===== src/rtl/seq_restoring_divider_pkg.sv =====
// rtl/seq_restoring_divider_pkg.sv - shared FSM encoding and sizing helper for the divider
package seq_restoring_divider_pkg;

  typedef enum logic [1:0] {
    ST_IDLE = 2'd0,
    ST_RUN  = 2'd1,
    ST_DONE = 2'd2
  } state_t;

  // Bits needed to hold the values 0..v-1; used with v = WIDTH+1 for the step counter.
  function automatic int clog2(input int v);
    int r;
    r = 0;
    while ((1 << r) < v) r++;
    return r;
  endfunction

endpackage


===== src/rtl/seq_restoring_divider_if.sv =====
// rtl/seq_restoring_divider_if.sv - start/done request and result bundle for the divider
interface seq_restoring_divider_if #(
  parameter int WIDTH = 8
);

  logic             start;
  logic [WIDTH-1:0] dividend;
  logic [WIDTH-1:0] divisor;
  logic             busy;
  logic             done;
  logic [WIDTH-1:0] quotient;
  logic [WIDTH-1:0] remainder;
  logic             div_by_zero;

  modport master (
    output start, dividend, divisor,
    input  busy, done, quotient, remainder, div_by_zero
  );

  modport slave (
    input  start, dividend, divisor,
    output busy, done, quotient, remainder, div_by_zero
  );

endinterface


===== src/rtl/seq_restoring_divider_sub.sv =====
// rtl/seq_restoring_divider_sub.sv - full subtractor cell and ripple borrow-chain subtractor
module full_subtractor (
  input  logic a,
  input  logic b,
  input  logic bin,
  output logic d,
  output logic bout
);

  assign d    = a ^ b ^ bin;
  assign bout = (~a & b) | (~(a ^ b) & bin);

endmodule

module ripple_borrow_subtractor #(
  parameter int WIDTH = 9
) (
  input  logic [WIDTH-1:0] a,
  input  logic [WIDTH-1:0] b,
  output logic [WIDTH-1:0] diff,
  output logic             bout
);

  logic [WIDTH:0] borrow;

  assign borrow[0] = 1'b0;

  for (genvar i = 0; i < WIDTH; i++) begin : g_cell
    full_subtractor u_fs (
      .a   (a[i]),
      .b   (b[i]),
      .bin (borrow[i]),
      .d   (diff[i]),
      .bout(borrow[i+1])
    );
  end

  // A borrow out of the top cell means a < b, i.e. the trial result went negative.
  assign bout = borrow[WIDTH];

endmodule


===== src/rtl/seq_restoring_divider.sv =====
// rtl/seq_restoring_divider.sv - unsigned restoring divider, one quotient bit per clock
module seq_restoring_divider
  import seq_restoring_divider_pkg::*;
#(
  parameter int WIDTH = 8
) (
  input  logic                    clk,
  input  logic                    rst,
  seq_restoring_divider_if.slave  bus
);

  localparam int CW = clog2(WIDTH + 1);

  state_t           state;
  state_t           state_next;
  logic [WIDTH:0]   rem;
  logic [WIDTH-1:0] q;
  logic [WIDTH-1:0] dsr;
  logic [CW-1:0]    count;
  logic [WIDTH-1:0] quot_q;
  logic [WIDTH-1:0] rem_q;
  logic             dbz_q;

  logic [WIDTH:0]   rem_shifted;
  logic [WIDTH:0]   trial;
  logic             borrow;
  logic [WIDTH:0]   rem_step;
  logic [WIDTH-1:0] q_step;
  logic             last_step;
  logic             unused_rem_msb;

  // The partial remainder never exceeds the divisor, so its MSB is always shifted out as zero.
  assign rem_shifted    = {rem[WIDTH-1:0], q[WIDTH-1]};
  assign unused_rem_msb = rem[WIDTH];
  assign last_step      = (count == CW'(1));

  ripple_borrow_subtractor #(
    .WIDTH(WIDTH + 1)
  ) u_sub (
    .a   (rem_shifted),
    .b   ({1'b0, dsr}),
    .diff(trial),
    .bout(borrow)
  );

  always_comb begin
    rem_step = borrow ? rem_shifted : trial;
    q_step   = {q[WIDTH-2:0], ~borrow};
  end

  always_comb begin
    state_next = state;
    case (state)
      ST_IDLE, ST_DONE: begin
        if (bus.start) begin
          state_next = (bus.divisor == '0) ? ST_DONE : ST_RUN;
        end else begin
          state_next = ST_IDLE;
        end
      end
      ST_RUN: begin
        if (last_step) state_next = ST_DONE;
      end
      default: state_next = ST_IDLE;
    endcase
  end

  always_ff @(posedge clk) begin
    if (rst) begin
      state  <= ST_IDLE;
      rem    <= '0;
      q      <= '0;
      dsr    <= '0;
      count  <= '0;
      quot_q <= '0;
      rem_q  <= '0;
      dbz_q  <= 1'b0;
    end else begin
      state <= state_next;
      case (state)
        ST_IDLE, ST_DONE: begin
          if (bus.start) begin
            dbz_q <= (bus.divisor == '0);
            if (bus.divisor == '0) begin
              quot_q <= '1;
              rem_q  <= bus.dividend;
            end else begin
              dsr   <= bus.divisor;
              rem   <= '0;
              q     <= bus.dividend;
              count <= CW'(WIDTH);
            end
          end
        end
        ST_RUN: begin
          rem   <= rem_step;
          q     <= q_step;
          count <= count - CW'(1);
          // Publish on the final step so the results appear together with done.
          if (last_step) begin
            quot_q <= q_step;
            rem_q  <= rem_step[WIDTH-1:0];
          end
        end
        default: ;
      endcase
    end
  end

  always_comb begin
    bus.busy        = (state == ST_RUN);
    bus.done        = (state == ST_DONE);
    bus.quotient    = quot_q;
    bus.remainder   = rem_q;
    bus.div_by_zero = dbz_q;
  end

endmodule

===== src/flat_wrapper.sv =====
// flat-port wrapper written by rule: the top's interface ports become plain ports
module seq_restoring_divider_flat import seq_restoring_divider_pkg::*;
#(
  parameter int WIDTH = 8
)
  (clk, rst, bus_start, bus_dividend, bus_divisor, bus_busy, bus_done, bus_quotient, bus_remainder, bus_div_by_zero);
  seq_restoring_divider_if #(.WIDTH(WIDTH)) bus_i ();
  input  logic clk;
  input  logic rst;
  input wire logic [$bits(bus_i.start)-1:0] bus_start;
  input wire logic [$bits(bus_i.dividend)-1:0] bus_dividend;
  input wire logic [$bits(bus_i.divisor)-1:0] bus_divisor;
  output wire logic [$bits(bus_i.busy)-1:0] bus_busy;
  output wire logic [$bits(bus_i.done)-1:0] bus_done;
  output wire logic [$bits(bus_i.quotient)-1:0] bus_quotient;
  output wire logic [$bits(bus_i.remainder)-1:0] bus_remainder;
  output wire logic [$bits(bus_i.div_by_zero)-1:0] bus_div_by_zero;
  assign bus_i.start = bus_start;
  assign bus_i.dividend = bus_dividend;
  assign bus_i.divisor = bus_divisor;
  assign bus_busy = bus_i.busy;
  assign bus_done = bus_i.done;
  assign bus_quotient = bus_i.quotient;
  assign bus_remainder = bus_i.remainder;
  assign bus_div_by_zero = bus_i.div_by_zero;
  seq_restoring_divider #(.WIDTH(WIDTH)) u_core (.clk(clk), .rst(rst), .bus(bus_i));
endmodule

===== config.mk =====
export PLATFORM = sky130hd
export DESIGN_NAME = seq_restoring_divider_flat
export DESIGN_NICKNAME = d
export VERILOG_FILES = /design/src/rtl/seq_restoring_divider_pkg.sv /design/src/rtl/seq_restoring_divider_if.sv /design/src/rtl/seq_restoring_divider_sub.sv /design/src/rtl/seq_restoring_divider.sv /design/src/flat_wrapper.sv
export SDC_FILE = /design/constraint.sdc
export NUM_CORES = 1
export LEC_CHECK = 0
export CAP_MARGIN = 30
export CORE_AREA = 5 5 73 75
export DETAILED_ROUTE_END_ITERATION = 10
export DIE_AREA = 0 0 78 80
export PLACE_DENSITY = 0.74
export SYNTH_ARGS = -nofsm -noshare
export SYNTH_HDL_FRONTEND = slang
export SYNTH_SLANG_ARGS = --single-unit

===== constraint.sdc =====
create_clock -name clk -period 4.9 [get_ports clk]
set_input_delay 0.735 -clock clk [delete_from_list [all_inputs] [get_ports clk]]
set_output_delay 0.735 -clock clk [all_outputs]
set_load 0.05 [all_outputs]

Yosys cells after proc, flatten, opt, wreduce, memory -nomap -nowiden
Index checks and enable logic that the tools add are counted.

word-level totals
  output and inout bits = 19
  flip-flop bits (word level) = 47

cells by class
  bitwise logic cells = 56
  equality and inequality tests = 7
  reduce and logical (&&, ||, !) cells = 8
  $add $sub $neg = 1
  multiplexer cells = 22

operator list
  operator                                               number
  2-to-1 mux 8 bit                                       11
  case mux 8 bit (2 select lines)                        4
  NOT 1 bit                                              18
  AND 1 bit                                              16
  bitwise XOR 1 bit                                      15
  zero test 8 bit                                        1
  2-to-1 mux 4 bit                                       2
  case mux 4 bit (2 select lines)                        1
  OR 1 bit                                               7
  2-to-1 mux 2 bit                                       3
  AND reduction 3 bit                                    2
  == test 4 x 1 -> 1 bit, second input constant          1
  inequality test 2 x 1 -> 1 bit, second input constant  2
  inequality test 2 bit, second input constant           2
  case mux 2 bit (2 select lines)                        1
  AND reduction 4 bit                                    1
  subtractor 4 x 1 -> 4 bit, second input constant       1
  == test 2 x 1 -> 1 bit, second input constant          1
  == test 2 bit, second input constant                   1
  zero test 2 bit                                        1
  AND reduction 2 bit                                    1
  nonzero test 2 bit                                     1
  OR reduction 2 bit                                     1

Depth between registers and ports, before layout
Gate-level depths: netlist of run 1.

  depth after elaboration = 20
  depth in mapped cells = 14
  mapped depth without buffers = 13

Cells and area by module
A second synthesis of run 1 with hierarchy kept.

second synthesis, totals
  cells, all modules = 269
  area, all modules = 2,273.4 sq um

by module, submodules not included
  module                    area each (sq um)  cells an instance  times used  seq. area each (sq um)
  seq_restoring_divider     1,988.2            232                1           940.9
  full_subtractor           31.3               4                  9           0.0
  ripple_borrow_subtractor  3.8                1                  1           0.0

Least setup slack after synthesis of run 1
OpenSTA, ideal clock, no wires.

  kind = flip-flop to flip-flop
  from = register u_core.q[7]
  to = register u_core.rem_q[6], in the netlist u_core.bus.remainder[6]
  setup time = 133 ps
  arrival = 3,921 ps
  setup slack = 846 ps
  data required time = 4,767 ps
  stages on the path, launching flop included = 15
  cell sequence = dfxtp_1 -> inv_1 -> ha_1 -> fa_1 -> fa_1 -> fa_1 -> fa_1 -> fa_1 -> fa_1 -> fa_1 -> nand2b_1 -> buf_2 -> a211oi_1 -> a221oi_1 -> a211oi_2

between the ends
  cells in the longest elaborated chain, start to end = 20
  elaborated cells between the ends (all ways) = 21

ends and longest elaborated chain
  element                            RTL line                         RTL
  from (decl)                        seq_restoring_divider.sv:17      logic [WIDTH-1:0] q;
  from (signal assigned)             seq_restoring_divider.sv:90      q <= bus.dividend;
  from (signal assigned)             seq_restoring_divider.sv:97      q <= q_step;
  NOT 1 bit *                        seq_restoring_divider_sub.sv:11  assign bout = (~a & b) | (~(a ^ b) & bin);
  AND 1 bit * (2 in series)          seq_restoring_divider_sub.sv:11
  OR 1 bit *                         seq_restoring_divider_sub.sv:11
  AND 1 bit *                        seq_restoring_divider_sub.sv:11
  OR 1 bit *                         seq_restoring_divider_sub.sv:11
  AND 1 bit *                        seq_restoring_divider_sub.sv:11
  OR 1 bit *                         seq_restoring_divider_sub.sv:11
  AND 1 bit *                        seq_restoring_divider_sub.sv:11
  (+3 left out)                      -
  AND 1 bit                          seq_restoring_divider_sub.sv:11
  OR 1 bit                           seq_restoring_divider_sub.sv:11
  AND 1 bit                          seq_restoring_divider_sub.sv:11
  OR 1 bit                           seq_restoring_divider_sub.sv:11
  AND 1 bit                          seq_restoring_divider_sub.sv:11
  2-to-1 mux 8 bit *                 seq_restoring_divider.sv:47      rem_step = borrow ? rem_shifted : trial;
  2-to-1 mux 8 bit *                 seq_restoring_divider.sv:100     if (last_step) begin
  case mux 8 bit (2 select lines) *  seq_restoring_divider.sv:80      case (state)
  to (signal assigned)               seq_restoring_divider.sv:86      rem_q <= bus.dividend;
  to (signal assigned)               seq_restoring_divider.sv:102     rem_q <= rem_step[WIDTH-1:0];
  to (decl)                          seq_restoring_divider.sv:21      logic [WIDTH-1:0] rem_q;

Every way passes the cells marked *; elsewhere a longest branch is shown, timed or not. The select of a mux whose other input is x is not followed.
A chain may end at the register's enable or synchronous reset.

Worst setup path after layout of run 1
  from = register u_core.q[7]
  to = register u_core.rem_q[0], in the netlist u_core.bus.remainder[0]

between the ends
  cells in the longest elaborated chain, start to end = 20
  elaborated cells between the ends (all ways) = 21

ends and longest elaborated chain
  element                            RTL line
  NOT 1 bit                          seq_restoring_divider_sub.sv:11
  AND 1 bit (2 in series)            seq_restoring_divider_sub.sv:11
  OR 1 bit                           seq_restoring_divider_sub.sv:11
  AND 1 bit                          seq_restoring_divider_sub.sv:11
  OR 1 bit                           seq_restoring_divider_sub.sv:11
  AND 1 bit                          seq_restoring_divider_sub.sv:11
  OR 1 bit                           seq_restoring_divider_sub.sv:11
  AND 1 bit                          seq_restoring_divider_sub.sv:11
  (+3 left out)                      -
  AND 1 bit                          seq_restoring_divider_sub.sv:11
  OR 1 bit                           seq_restoring_divider_sub.sv:11
  AND 1 bit                          seq_restoring_divider_sub.sv:11
  OR 1 bit                           seq_restoring_divider_sub.sv:11
  AND 1 bit                          seq_restoring_divider_sub.sv:11
  2-to-1 mux 8 bit *                 seq_restoring_divider.sv:47
  2-to-1 mux 8 bit *                 seq_restoring_divider.sv:100
  case mux 8 bit (2 select lines) *  seq_restoring_divider.sv:80

Marked as above.

==> results of run 1 <==
-- sequential cells by signal, summed over array words and instances, names as in the netlist --
signal / cells
u_core.rem: 8
u_core.bus.div_by_zero: 1
u_core.bus.quotient: 8
u_core.count: 4
u_core.dsr: 8
u_core.bus.remainder: 8
u_core.state: 2
u_core.q: 8
-- per-stage QoR --
| stage | utilization (%) | hold WS, ns | total power [uW] | worst slack (ns) | instance area [sq um] |
|---|---|---|---|---|---|
| floorplan | - | 0.431 | 605 | 0.846 | 2190 |
| global placement | 55.6 | 0.442 | 667 | 0.507 | 2560 |
| detailed placement | 55.6 | 0.451 | 671 | 0.441 | 2560 |
| CTS | 57.8 | 0.462 | 923 | 0.443 | 2660 |
| global route | 57.8 | 0.487 | 970 | 0.236 | 2660 |
| finish | 57.8 | 0.462 | 917 | 0.388 | 2660 |
-- power by group through the flow --
stage                     logic (uW)  registers, uW  clock network [uW]
final                            229            436                 253
after CTS                        229            436                 258
after floorplan                  152            453                   0
after global placement           223            444                   0
after detailed placement         227            444                   0
after global routing             254            440                 277
-- Yosys cell counts --
cell type,number,area (sq um)
dfxtp_1,47,941
nand2_1,28,105
a21oi_1,25,125
inv_1,20,75.1
nor2_1,17,63.8
a211oi_1,16,120
clkbuf_1,10,37.5
a31oi_1,9,56.3
nor3b_1,9,67.6
a221oi_1,8,70.1
fa_1,7,140
o21ai_0,7,35.0
o221a_2,7,78.8
buf_2,6,30.0
ha_1,3,37.5
nor3_1,3,15.0
buf_4,2,15.0
nand2b_1,2,12.5
nand3_1,2,10.0
nor2b_1,2,12.5
nor4_4,2,42.5
a211oi_2,1,12.5
a21bo_2,1,10.0
a21boi_1,1,7.51
and2_1,1,6.26
buf_6,1,11.3
nand3_4,1,17.5
o211a_1,1,10.0
o21a_1,1,7.51
o31ai_1,1,7.51
xor2_1,1,8.76
-- routing by layer --
metal / vias up / GRT usage [%] / wire length (um)
li1: 906 / - / -
met1: 893 / 23.8 / 2300
met2: 62 / 27.4 / 2500
met3: 9 / 4.85 / 360
met4: 0 / 5.91 / 95
met5: - / 0 / 0
-- cells by family after synthesis --
family                   count (synthesis)  synth area share (%)
AND/OR/NAND/NOR                         67                  16.1
adder cells (fa/ha/maj)                 10                  8.11
XOR/XNOR                                 1                 0.400
buffers and inverters                   39                  7.71
flip-flops                              47                  43.0
AO/OA/AOI/OAI                           78                  24.7
-- final cells by class --
| class | instances | area [sq um] | area share (%) |
|---|---|---|---|
| multi-input cells | 156 | 1080 | 40.7 |
| repair buffers | 40 | 393 | 14.8 |
| clock buffers | 8 | 100 | 3.77 |
| inverters | 20 | 75.1 | 2.83 |
| well taps | 54 | 67.6 | 2.54 |
| flip-flops and latches | 47 | 941 | 35.4 |
-- critical path: stages, from the launching register on --
cell and delay (ns):
dfxtp_1 0.35, inv_1 0.05, ha_1 0.18, fa_1 0.38, fa_1 0.39, fa_1 0.40, fa_1 0.39, fa_1 0.39
fa_1 0.41, fa_1 0.50, nand2b_1 0.32, a211oi_1 0.15, a221oi_1 0.36, a211oi_1 0.10
-- how the worst max path moves through the flow --
stage,start,end,depth (start not counted)
floorplan,u_core.q[7],u_core.bus.remainder[6],14
global placement,u_core.q[7],u_core.bus.remainder[0],13
detailed placement,u_core.q[7],u_core.bus.remainder[0],13
CTS,u_core.q[7],u_core.bus.remainder[0],13
global route,u_core.q[7],u_core.bus.remainder[0],13
finish,u_core.q[7],u_core.bus.remainder[0],13
==> metrics.md, run 1 <==
| Metric | Value |
|---|---|
| Status | `finished, final reports clean` |
| Sequential area share after synthesis | `43.0%` |
| R2r worst-path depth | `13` |
| Die height | `80 um` |
| Filler cells | `429` |
| Final WL | `5260 um` |
| Routed WL per cell | `16.2 um` |
| Setup TNS Final | `0 ns` |
| Worst R2R Setup Slack | `0.39 ns` |
| Largest net degree at the start of global routing | `40` |
| Core Area | `4600 sq um` |
| Power Density | `345 nW/um^2` |
| Most frequent cells in the layout | `dfxtp_1, clkdlybuf4s50_1, nand2_1` |
| Clock Power Share | `27.5%` |
| Clock tree root driver cell | `clkbuf_8` |
| Peak supply drop | `159 uV` |
| Worst hold path endpoint | `u_core.bus.remainder[7]` |
| Synth cell types | `31` |
| DR DRC count | `0` |
| Non-filler cells, final | `325` |
| Std cell rows | `25` |
| Sequential Power Share | `47.5%` |
| Final Cycle Share | `92.1%` |
| Sw power | `284 uW` |
| Synthesis-to-finish area growth | `21.3%` |
| Synthesized flop and latch total | `47` |
| CTS resizes | `0` |
| Die Span X | `78 um` |
| Initial Util | `47.6%` |
| Vias per cell | `5.75` |
| Part of the power in combinational logic | `25.0%` |
| R2R Path End | `u_core.bus.remainder[0]` |
| Cells after synthesis | `242` |
| Critical path required time | `5.07 ns` |
| TritonCTS Buffers | `5` |
| ANT nets after route | `0` |
| # diodes | `0` |
| FF-to-FF Start | `u_core.q[7]` |
| Crit path DAT | `4.69 ns` |
| Clock Skew | `0.00475 ns` |
| Pre-antenna DRT Iters | `4` |
| Switching Share | `30.9%` |
| Final Wtd Congestion | `0.833` |
| Most common cell after layout, fill and taps aside | `dfxtp_1` |
| Clk_lat worst skew | `0.30 ns` |
| Crit path kind | `reg2reg` |
| Clock sinks | `47` |
| Starting DRT DRC Count | `231` |
| # hold bufs at CTS | `0` |
| Antenna violations before repair | `0` |
| Pint | `634 uW` |
| Endpoints failing hold | `0` |
| RSZ-0062 raised after global routing | `no` |
| Final setup fails | `0` |
| Worst hold path class | `reg2reg` |
| Least-Margin Pin Slew | `0.806 ns` |
| Worst Hold Depth | `2` |
| Crit Path Max Fanout | `10` |
| Number of global-route vias before repair | `1790` |
| Clock Tree Buf Depth | `2` |
| Fmax | `0.222 GHz` |
| Via Count | `1870` |
| Share of cells above drive strength 1 | `8.12%` |
| CP Launch Type | `flop` |
| H-Tree Depth | `2` |
| Total global-route track usage | `17.7%` |
| Warnings, synthesis | `0` |
| First-pass GRT wire length | `8850 um` |
| Clk slew on worst S/H paths | `0.08 ns` |
| Slew Limit Headroom | `46.1%` |
| Hold_sp | `u_core.bus.remainder[7]` |
| Worst Setup End Kind | `flop` |
| Total grt overflow | `0` |
| IO Pins | `38` |
| Fin crit period | `4.51 ns` |
| Die area | `6240 sq um` |
| Placed cells | `317` |
| Leakage | `0.000942 uW` |
| CTS tree | `done` |
| Count of input and output buffers | `37` |
| Syn_area_per_cell | `9.05 sq um` |
| Layout Nets | `299` |
| Area of the mapped netlist | `2190 sq um` |
| Net count after synthesis | `271` |
| Max cap viols | `0` |
| Max-slew violations | `0` |
| Post-detail-place hpwl | `3770 um` |
| Post-CTS setup buffers | `0` |
Power figures use the tool's default switching activity.
==> run 2: changes to the inputs <==
- CORE_AREA: 5 5 73 75 -> 5 5 74 76
- DIE_AREA: 0 0 78 80 -> 0 0 79 81
- PLACE_DENSITY: 0.74 -> 0.81
- SLEW_MARGIN: default -> 10
- SYNTH_HIERARCHICAL: default -> 1
==> run 2 against run 1 <==
Effect of this change: first-iteration DRC count decreased by 13%; global-route usage decreased by 1.1 points; die area increased by 2.5%; clock-buffer cell count decreased by 3; cell count increased by 9.2%; clock skew increased by 0.0086 ns; largest power group unchanged; setup slack got worse by 0.38 ns; register-to-register slack got worse by 0.38 ns; cell area increased by 9.4%; critical path type unchanged; synthesized cell count increased by 11%; combinational power increased by 3%; wire length decreased by 1.2%.
==> metrics.md, run 2 <==
| Metric | Value |
|---|---|
| Critical path required time | `5.08 ns (about the same)` |
| Adder-cell share of the synthesized area | `9.03% (+0.91 points)` |
| DR DRC count | `0 (unchanged)` |
| Sequential cell area | `943 sq um (+0.27%)` |
| Die area | `6400 sq um (+2.5%)` |
| Final WL | `5200 um (-1.2%)` |
| Synthesized flop and latch total | `47 (unchanged)` |
| Number of global-route vias before repair | `1888 (+5.5%)` |
| Post-synth EDFFs | `0 (unchanged)` |
| Vias per cell | `5.64 (-2.0%)` |
| Crit path kind | `reg2reg` |
| Synthesis-to-finish area growth | `27.8%` |
| Cells after synthesis | `269 (+11%)` |
| Most frequent cell after synthesis | `dfxtp_1` |
| Pre-antenna DRT Iters | `4 (unchanged)` |
| Multi-input gate area | `1200 sq um (+11%)` |
| Worst setup margin | `0.00985 ns (-0.378 ns)` |
| Crit path DAT | `5.07 ns (+0.38 ns)` |
| Die Span X | `79 um (+1.3%)` |
| CTS tree | `done` |
| Most common cell after layout, fill and taps aside | `dfxtp_1` |
| Largest net degree at the start of global routing | `33 (-18%)` |
| # diodes | `0 (unchanged)` |
| Clock tree root driver cell | `clkbuf_8` |
| Via Count | `2002 (+7.1%)` |
| Worst Setup End Kind | `flop` |
| Largest stage delay, worst path | `0.38 ns (-0.12 ns)` |
| Met2 wire length | `2500 um (about the same)` |
| Clk_lat worst skew | `0.31 ns (about the same)` |
| Routed WL per cell | `14.6 um (-9.5%)` |
| Synth cell types | `28 (-9.7%)` |
| Die height | `81 um (+1.3%)` |
| Post-detail-place hpwl | `3500 um (-7.3%)` |
| Leakage | `0.00108 uW (+14%)` |
| Clock Skew | `0.0133 ns (+0.00859 ns)` |
| Sequential area share after synthesis | `41.4% (-1.6 points)` |
| TritonCTS Buffers | `5 (unchanged)` |
| Main synth FF type | `dfxtp_1` |
| Worst hold path class | `reg2reg` |
| Simple-gate area share of the yosys netlist | `17.6% (+1.5 points)` |
| Worst R2R Setup Slack | `0.01 ns (-0.38 ns)` |
| CP Launch Type | `flop` |
| Syn_area_per_cell | `8.45 sq um (-6.6%)` |
| Crit-path slowest cell | `fa_2` |
| Peak supply drop | `222 uV (+39%)` |
| Endpoints failing hold | `0 (unchanged)` |
| Synth async-reset ratio | `0% (unchanged)` |
| Clock Tree Buf Depth | `2 (unchanged)` |
| Antenna violations before repair | `0 (unchanged)` |
| Final setup fails | `0 (unchanged)` |
| Least-Margin Pin Slew | `0.878 ns (+0.0717 ns)` |
| Xor-xnor portion of the synthesized cell area | `0% (-0.40 points)` |
| Most frequent cells in the layout | `dfxtp_1, clkdlybuf4s50_1, nor2_1` |
| Synth area leader | `dfxtp_1` |
| Met3 WL | `366 um (+1.7%)` |
| First-pass GRT wire length | `8490 um (-4.0%)` |
| Net count after synthesis | `299 (+10%)` |
| Synth Area in Compound Gates | `18.8% (-5.9 points)` |
| Top cell type's share of synthesized area | `41.4% (-1.6 points)` |
| Starting DRT DRC Count | `200 (-13%)` |
| Post-CTS setup buffers | `0 (unchanged)` |
| Power Density | `342 nW/um^2 (-0.91%)` |
| Slew Limit Headroom | `41.5% (-4.7 points)` |
| Overall Power | `995 uW (+8.4%)` |
| Largest cells by area after synthesis | `dfxtp_1, fa_1, nor2_1` |
| Setup WS pre-CTS | `-0.280 ns (-0.720 ns)` |
| H-Tree Depth | `2 (unchanged)` |
| Initial Util | `48.8% (+1.2 points)` |
| Area of the mapped netlist | `2270 sq um (+3.8%)` |
| Status | `finished, final reports clean` |
| Top Metal Used | `met4` |
| Count of input and output buffers | `37 (unchanged)` |
| Fmax | `0.204 GHz (-7.7%)` |
| Std cell rows | `25 (unchanged)` |
| Total global-route track usage | `16.6% (-1.1 points)` |
| Warnings, synthesis | `6 (+6)` |
| Most frequent CP cell | `inv_2` |
| Final Wtd Congestion | `0.821 (-1.5%)` |
| Layout Nets | `330 (+10%)` |
| Post-synthesis mux area share | `3.52% (+3.5 points)` |
| RSZ-0062 raised after global routing | `yes` |
| Max cap viols | `0 (unchanged)` |
| Total grt overflow | `0 (unchanged)` |
| Filler cells | `397 (-7.5%)` |
| M1 WL | `2220 um (-3.5%)` |
| Final Cycle Share | `99.8% (+7.7 points)` |
| Core Area | `4660 sq um (+1.4%)` |
| Share of cells above drive strength 1 | `18.6% (+10 points)` |
| Clk slew on worst S/H paths | `0.08 ns (about the same)` |
| Combinational family with the most area after synthesis | `compound AO/OA/AOI/OAI gates` |
| Synth cell count leaders | `dfxtp_1, nor2_1, inv_1` |
| Fin crit period | `4.89 ns (+0.378 ns)` |
| Clock sinks | `47 (unchanged)` |
| Crit Path Max Fanout | `5 (-5)` |
| ANT nets after route | `0 (unchanged)` |
| Max-slew violations | `0 (unchanged)` |
| IO Pins | `38 (unchanged)` |
==> run 2: worst max-delay path: cells and delay by family (launching register included) <==
family | cells | cell delay (ns)
DFF | 1 | 0.34
buffers and inverters | 18 | 0.89
adders and majority gates | 9 | 3.03
AOI/OAI and AO/OA | 1 | 0.14
muxes | 1 | 0.26
and+or+nand+nor | 2 | 0.13
==> run 2: timing repair <==
action                     CTS  global route
hold buffers                 0             0
setup endpoints to repair   17            17
cloned                       1             0
resized for setup           27            13
pin swaps                   12             6
==> run 2: through the flow <==
| step | TNS (ns) | cell area, sq um | utilization [%] | hold WS (ns) | instances |
|---|---|---|---|---|---|
| after floorplan | 0 | 2290 | - | 0.436 | 269 |
| after global placement | -2.47 | 2660 | 57.1 | 0.444 | 345 |
| after detailed placement | -3.82 | 2690 | 57.7 | 0.449 | 346 |
| after CTS | -0.0516 | 2890 | 62.0 | 0.461 | 355 |
| after global routing | -2.84 | 2910 | 62.4 | 0.479 | 355 |
| final | 0 | 2910 | 62.4 | 0.459 | 355 |
==> run 2: area by class of cell <==
cell class	instances	share of cell area, %
Timing Repair Buffer	42	14.9
Sequential cell	47	32.5
Timing Repair inverter	1	0.215
Inverter	32	4.30
Tap cell	54	2.32
Clock buffer	5	2.37
Multi-Input combinational cell	171	41.2
Clock inverter	3	2.32
==> run 2: worst paths after layout <==
kind         cells after the start       endpoint     startpoint
min reg2reg                      2  u_core/dsr[5]  u_core/dsr[5]
min                              2  u_core/dsr[5]  u_core/dsr[5]
max                             31  u_core/rem[5]  u_core/dsr[0]
max reg2reg                     31  u_core/rem[5]  u_core/dsr[0]
==> run 2: report_power, final <==
group	internal (uW)	total (uW)	switching (uW)
Sequential	405	422	17.4
Combinational	102	235	133
Clock	203	337	134
==> run 2: kinds of logic after synthesis <==
logic type	after synthesis
AO/OA/AOI/OAI	61
adder cells (fa/ha/maj)	11
buffers and inverters	51
flip-flops	47
multiplexers	8
other	2
AND/OR/NAND/NOR	89
==> run 2: layer usage <==
| layer | vias to the layer above | global-route usage [%] |
|---|---|---|
| met5 | - | 0 |
| met4 | 0 | 7.73 |
| met3 | 13 | 3.55 |
| met2 | 75 | 27.0 |
| met1 | 946 | 21.1 |
| li1 | 968 | - |
